## src/rtl/free_list.sv

```systemverilog
// Physical register free list for the rename stage.
// A circular FIFO of free physical register indices. Rename pops from the head, commit pushes
// stale registers at the tail, and a branch mispredict rewinds the head to a BRAT checkpoint.
module free_list #(
  parameter int unsigned PREG_W = 6,
  parameter int unsigned PTR_W  = 5
) (
  input  logic              clk,
  input  logic              rst,
  input  logic              pop_req,
  output logic [PREG_W-1:0] p_dest,
  output logic              free_list_read_ack,
  input  logic              push_valid,
  input  logic [PREG_W-1:0] push_preg,
  input  logic              flush_by_branch,
  input  logic [PTR_W:0]    restore_head_ptr,
  output logic [PTR_W:0]    head_ptr,
  output logic              empty,
  output logic [PTR_W:0]    count,
  output logic              overflow
);

  localparam int unsigned DEPTH = 2 ** PTR_W;

  // Pointers carry one extra wrap bit so full and empty can be told apart.
  localparam logic [PTR_W:0] PtrOne  = {{PTR_W{1'b0}}, 1'b1};
  localparam logic [PTR_W:0] TailRst = {1'b1, {PTR_W{1'b0}}};

  logic [PREG_W-1:0] mem_q [DEPTH];
  logic [PTR_W:0]    head_q, head_d;
  logic [PTR_W:0]    tail_q, tail_d;
  logic              overflow_q, overflow_d;
  logic              full;
  logic              push_nz;
  logic              push_en;

  // Status, head read-out, pop handshake and next-state pointer arithmetic.
  always_comb begin
    empty              = (head_q == tail_q);
    full               = (head_q[PTR_W-1:0] == tail_q[PTR_W-1:0]) &&
                         (head_q[PTR_W] != tail_q[PTR_W]);
    count              = tail_q - head_q;
    p_dest             = mem_q[head_q[PTR_W-1:0]];
    free_list_read_ack = pop_req & ~empty & ~flush_by_branch;
    head_ptr           = head_q;
    overflow           = overflow_q;

    // x0 is never renamed, so a zero push carries no register to free.
    push_nz = push_valid & (push_preg != '0);
    push_en = push_nz & ~full;

    head_d = head_q;
    if (flush_by_branch) begin
      head_d = restore_head_ptr;
    end else if (free_list_read_ack) begin
      head_d = head_q + PtrOne;
    end

    // Committed frees survive a flush, so the tail ignores flush_by_branch.
    tail_d = tail_q;
    if (push_en) begin
      tail_d = tail_q + PtrOne;
    end

    overflow_d = overflow_q | (push_nz & full);
  end

  // Pointer and sticky error registers.
  always_ff @(posedge clk or posedge rst) begin
    if (rst) begin
      head_q     <= '0;
      tail_q     <= TailRst;
      overflow_q <= 1'b0;
    end else begin
      head_q     <= head_d;
      tail_q     <= tail_d;
      overflow_q <= overflow_d;
    end
  end

  // Entry storage; reset fills it with the physical registers not mapped by the initial RAT.
  always_ff @(posedge clk or posedge rst) begin
    if (rst) begin
      for (int i = 0; i < DEPTH; i++) begin
        mem_q[i] <= PREG_W'(DEPTH + i);
      end
    end else if (push_en) begin
      mem_q[tail_q[PTR_W-1:0]] <= push_preg;
    end
  end

endmodule

```

## config.mk

```make
export PLATFORM = sky130hd
export DESIGN_NAME = free_list
export DESIGN_NICKNAME = d
export VERILOG_FILES = /design/src/rtl/free_list.sv
export SDC_FILE = /design/constraint.sdc
export NUM_CORES = 1
export LEC_CHECK = 0
export CAP_MARGIN = 25
export CORE_ASPECT_RATIO = 0.6
export CORE_MARGIN = 5
export CORE_UTILIZATION = 40
export DETAILED_ROUTE_END_ITERATION = 8
export PLACE_DENSITY = 0.54
export RECOVER_POWER = 50
export SYNTH_ARGS = -nofsm -noshare
export SYNTH_HDL_FRONTEND = slang
export SYNTH_SLANG_ARGS = --single-unit
```

## constraint.sdc

```tcl
create_clock -name clk -period 7.2 [get_ports clk]
set_input_delay 0.72 -clock clk [delete_from_list [all_inputs] [get_ports clk]]
set_output_delay 0.72 -clock clk [all_outputs]
set_load 0.02 [all_outputs]
```

## After elaboration in Yosys (flattened, before gate mapping)

Index checks and enable logic that the tools add are counted.

- Output and inout bits: 21
- Bits in registers: 205
- Input port bits: 17
- Logic and storage cells: 67

- Multiplexer cells: 8
- Add/subtract/negate cells: 3
- Magnitude comparators: 3
- Bitwise logic cells: 11
- Reduce and logical (&&, ||, !) cells: 4
- Equality and inequality tests: 3

Operator list:

| cell | number |
|---|---|
| bitwise mux 192 bit | 1 |
| binary-select mux 6 bit (select 5 bit) | 1 |
| demux 6 bit (select 5 bit) | 1 |
| 2-to-1 mux 6 bit | 5 |
| adder 6 x 1 -> 6 bit (second input constant) | 2 |
| greater-or-equal comparator 6 bit (second input constant) | 2 |
| inverter 5 -> 6 bit | 2 |
| equality test 6 bit | 1 |
| < comparator 6 x 1 -> 1 bit (second input constant) | 1 |
| nonzero test 6 bit | 1 |
| subtractor 6 bit | 1 |
| AND 1 bit | 5 |
| equality test 5 bit | 1 |
| inverter 1 bit | 3 |
| logical AND 1 bit | 2 |
| nonzero test 2 bit | 1 |
| != test 1 bit | 1 |
| bitwise OR 1 bit | 1 |

## Longest topological paths before layout

- Depth in word-level cells: 6
- Mapped depth: 10
- Depth with buffers taken out: 7

## Worst setup path after synthesis

Ideal clock, no wire load.

- Path type: register -> output
- Start: register head_q[1], in the netlist head_ptr[1]
- End: output port count[5]
- Path slack: 4,019 ps
- Stages on the path, launching flop included: 9
- Data required time: 6,480 ps
- Path buffers: 1
- Arrival time: 2,461 ps
- Path through: dfrtp_1 clkbuf_1 inv_1 ha_1 nor2b_1 o21ai_0 a21boi_0 or4_2 nand3_1

- Longest elaborated chain between the ends: 1

RTL lines:

| item | RTL line | RTL |
|---|---|---|
| from (decl) | 30 | `logic [PTR_W:0] head_q, head_d;` |
| from (signal assigned) | 71 | `head_q <= '0;` |
| from (signal assigned) | 75 | `head_q <= head_d;` |
| subtractor 6 bit | 42 | `count = tail_q - head_q;` |
| to (decl) | 19 | `output logic [PTR_W:0] count,` |

No other way between the ends.

## Worst setup path after layout

- Start: register head_q[2], in the netlist head_ptr[2]
- End: output port p_dest[0]

- Longest elaborated chain between the ends: 4

RTL lines:

| item | RTL line | RTL |
|---|---|---|
| inverter 5 -> 6 bit (not written as such) | 43 | `p_dest = mem_q[head_q[PTR_W-1:0]];` |
| binary-select mux 6 bit (select 5 bit) | 43 |  |
| 2-to-1 mux 6 bit (not written as such) (2 in a row) | 43 |  |
| to (decl) | 11 | `output logic [PREG_W-1:0] p_dest,` |

No other way between the ends. The select of a mux whose other input is x is not followed.

==> flow_summary.yaml <==
sta:
  tightest_slew_ns: 4.502
  skew_ns: 0.01441
  setup_tns_ns: 0
  setup_viol: 0
  fmax_mhz: 181.4
  rsz0062_at_grt: "no"
  relSlewSlack_pct: -201.8
  fin_crit_sh_pct: 76.57
  slew_viol_final: 174
  hold_viol_final: 0
  fin_crit_ns: 5.513
setup_path:
  crit_path_max_fanout: 36
  worstPathRequired_ns: 6.48
  worstReg2RegEnd: "mem_q[170]$_DFFE_PP0P_"
  crit_type: "flop to output pin"
  end_kind: "output pin"
  r2r_slack_ns: 2.81
  ff2ff_path_depth: 6
  r2r-start: "head_ptr[0]$_DFFE_PP0P_"
  worst-endpoint-arrival_ns: 4.79
  cp-start-kind: "flop"
synth:
  synth_area_leader_cell: "dfstp_2"
  synth_edf_count: 0
  synth_nets: 738
  syn_area_mm2: 0.01039
  synthFlopType: "dfstp_2"
  synth_area_leaders: "dfstp_2 (29%), dfrtp_1 (22%), mux2_2 (17%), mux4_2 (7.8%), mux2_4 (6.1%)"
  async_reset_ff_share_pct: 100.0
  synth_warnings: 0
  synthCells: 710
  yosysMostFrequentCell: "mux2_2"
  yosys-top-cells-count: "mux2_2 (161), dfstp_2 (113), dfrtp_1 (92), nand2_1 (48), mux2_4 (42)"
  synth-seq-cells: 205
  synth_sequential_area_ratio_pct: 50.72
  synth_top_area_share_pct: 28.57
  avgSynthCellArea_um2: 14.64
  synth_cell_type_count: 48
final_layout:
  fillers: 2267
  antennaDiodeCount: 0
  drive_gt1_share_pct: 57.41
  nNetsFinal: 769
  areaGrowthSynthToFinish_pct: 13.23
grt:
  antenna_found_initial: 0
  grt_usage_pct: 18.07
  grt_pass1_wl_um: 40770
  overflow: 0
  grt_max_degree: 103
  grt_pass1_vias: 6443
detailed_routing:
  vias_per_cell: 5.432
  drc_errors: 0
  ant_nets: 0
  drt_pass1_iterations: 4
  vias: 6019
  drtIter0Drc: 366
  routedWlPerCell_um: 23.57
  wirelength_um: 26120
min_path:
  min_path_type: "flop to flop"
  worstHoldStart: "overflow$_DFF_PP0_"
  hold_end: "overflow$_DFF_PP0_"
  hold_path_depth: 1
clock_network:
  clk_pin_slew_worst_paths_ns: 0.06
  cts_root_buf: "clkbuf_16"
  cts_tree: "yes"
  postCtsSetupBuffers: 0
  cts_hold_buf: 0
  cts_buffers: 21
  clock_path_buffers: 3
  clock_latency_ns: 0.51
  post_cts_resized: 0
  numClockSinks: 205
  h-tree-depth: 1
status:
  violations: "capacitance limit, slew limit"
  status: "finished with violations"
floorplan:
  die-area_mm2: 0.02941
  die_w_um: 218.1
  coreArea_mm2: 0.02545
  rows: 45
  io_pins: 38
  start_util_pct: 40.84
  die_h_um: 134.9
placed_design:
  post-dp-hpwl_um: 17550
  port_buffers: 37
  place.gp.congestion: 0.8206
power:
  power_w: 0.004778
  p_leak_nw: 4.827
  peakVddDrop_mv: 0.2005
  powerDensity_mw_per_mm2: 406.0
run:
  drv_cap: 3
## cell families after synthesis
family / count (synthesis) / synth area share [%]
multiplexers: 254 / 32.79
AND/OR/NAND/NOR: 125 / 8.607
flip-flops: 205 / 50.72
XOR/XNOR: 11 / 0.9993
buffers and inverters: 51 / 2.239
AO/OA/AOI/OAI: 53 / 3.250
adder cells (fa/ha/maj): 11 / 1.396
## registers in the layout, indices dropped and copies added, names as in the netlist
| name | cells |
|---|---|
| head_ptr | 6 |
| tail_q | 6 |
| overflow | 1 |
| mem_q | 192 |
## where the power goes
part / internal (W) / leakage (nW) / switching, W
Sequential: 0.00179 / 2.35 / 0.000303
Clock: 0.000621 / 0.328 / 0.000455
Combinational: 0.000862 / 2.15 / 0.000743
## cell usage in the layout (no fill, tap or decap), types with 2 or more instances in the layout
cell type / n
o21ai_0: 20
mux2i_1: 12
mux2_2: 161
ha_1: 10
clkbuf_1: 9
o22ai_1: 6
buf_4: 9
nand4_4: 4
clkbuf_16: 21
nand3b_1: 2
mux2_4: 42
inv_1: 7
o221ai_1: 6
a21oi_1: 9
mux2_1: 3
dfrtp_1: 92
xnor2_1: 8
clkdlybuf4s50_1: 32
dfstp_2: 113
nand3_1: 8
clkinv_1: 3
nor3_1: 3
nor2_1: 17
dlygate4sd3_1: 5
inv_6: 2
nor2_4: 24
a221oi_1: 6
xor2_1: 2
clkbuf_8: 4
nand2_1: 48
mux4_2: 36
or3b_2: 2
nor4_1: 3
nor2_8: 7
clkinv_2: 2
## metrics by stage
| stage | area [µm²] | hold slack [ns] | util, % | instances | setup slack (ns) |
|---|---|---|---|---|---|
| after global placement | 11100 | 0.4732 | 43.61 | 1069 | 2.859 |
| after global routing | 11770 | 0.5148 | 46.24 | 1108 | 1.292 |
| final | 11770 | 0.4927 | 46.24 | 1108 | 1.687 |
| after detailed placement | 11110 | 0.4809 | 43.67 | 1070 | 2.885 |
| after floorplan | 10390 | 0.4532 | - | 710 | 1.071 |
| after CTS | 11780 | 0.4988 | 46.30 | 1108 | 2.451 |
## worst max-delay path, cell delays in order (launching register included)
cell             delay [ns]
dfrtp_1                0.35
clkbuf_1               1.69
nand3_1                0.67
o221ai_1               0.55
a221oi_1               0.14
nor2_1                 0.20
clkdlybuf4s50_1        0.63
## per-layer routing
| layer | GRT usage, % | routed length, µm |
|---|---|---|
| met1 | 27.52 | 12620 |
| met2 | 26.45 | 11390 |
| met3 | 4.885 | 1784 |
| met4 | 2.719 | 322 |
| met5 | 0 | 0 |
## worst max path at each step
stage,start,endpoint
6_report,head_ptr[2]$_DFFE_PP0P_,p_dest[0]
5_1_grt,head_ptr[2]$_DFFE_PP0P_,p_dest[0]
4_1_cts,head_ptr[4]$_DFFE_PP0P_,p_dest[3]
3_3_place_gp,head_ptr[4]$_DFFE_PP0P_,mem_q[172]$_DFFE_PP0P_
2_1_floorplan,rst,head_ptr[0]$_DFFE_PP0P_
3_5_place_dp,head_ptr[4]$_DFFE_PP0P_,mem_q[170]$_DFFE_PP0P_
## final cells by class
| type | instances | area (µm²) | area share, % |
|---|---|---|---|
| clock buffers | 33 | 610.6 | 5.188 |
| clock inverters | 5 | 57.56 | 0.4890 |
| inverters | 11 | 42.54 | 0.3615 |
| multi-input cells | 454 | 4890 | 41.55 |
| flip-flops and latches | 205 | 5271 | 44.79 |
| well taps | 352 | 440.4 | 3.742 |
| repair buffers | 48 | 456.7 | 3.880 |
Note: power is estimated with default switching activity, not from simulation.
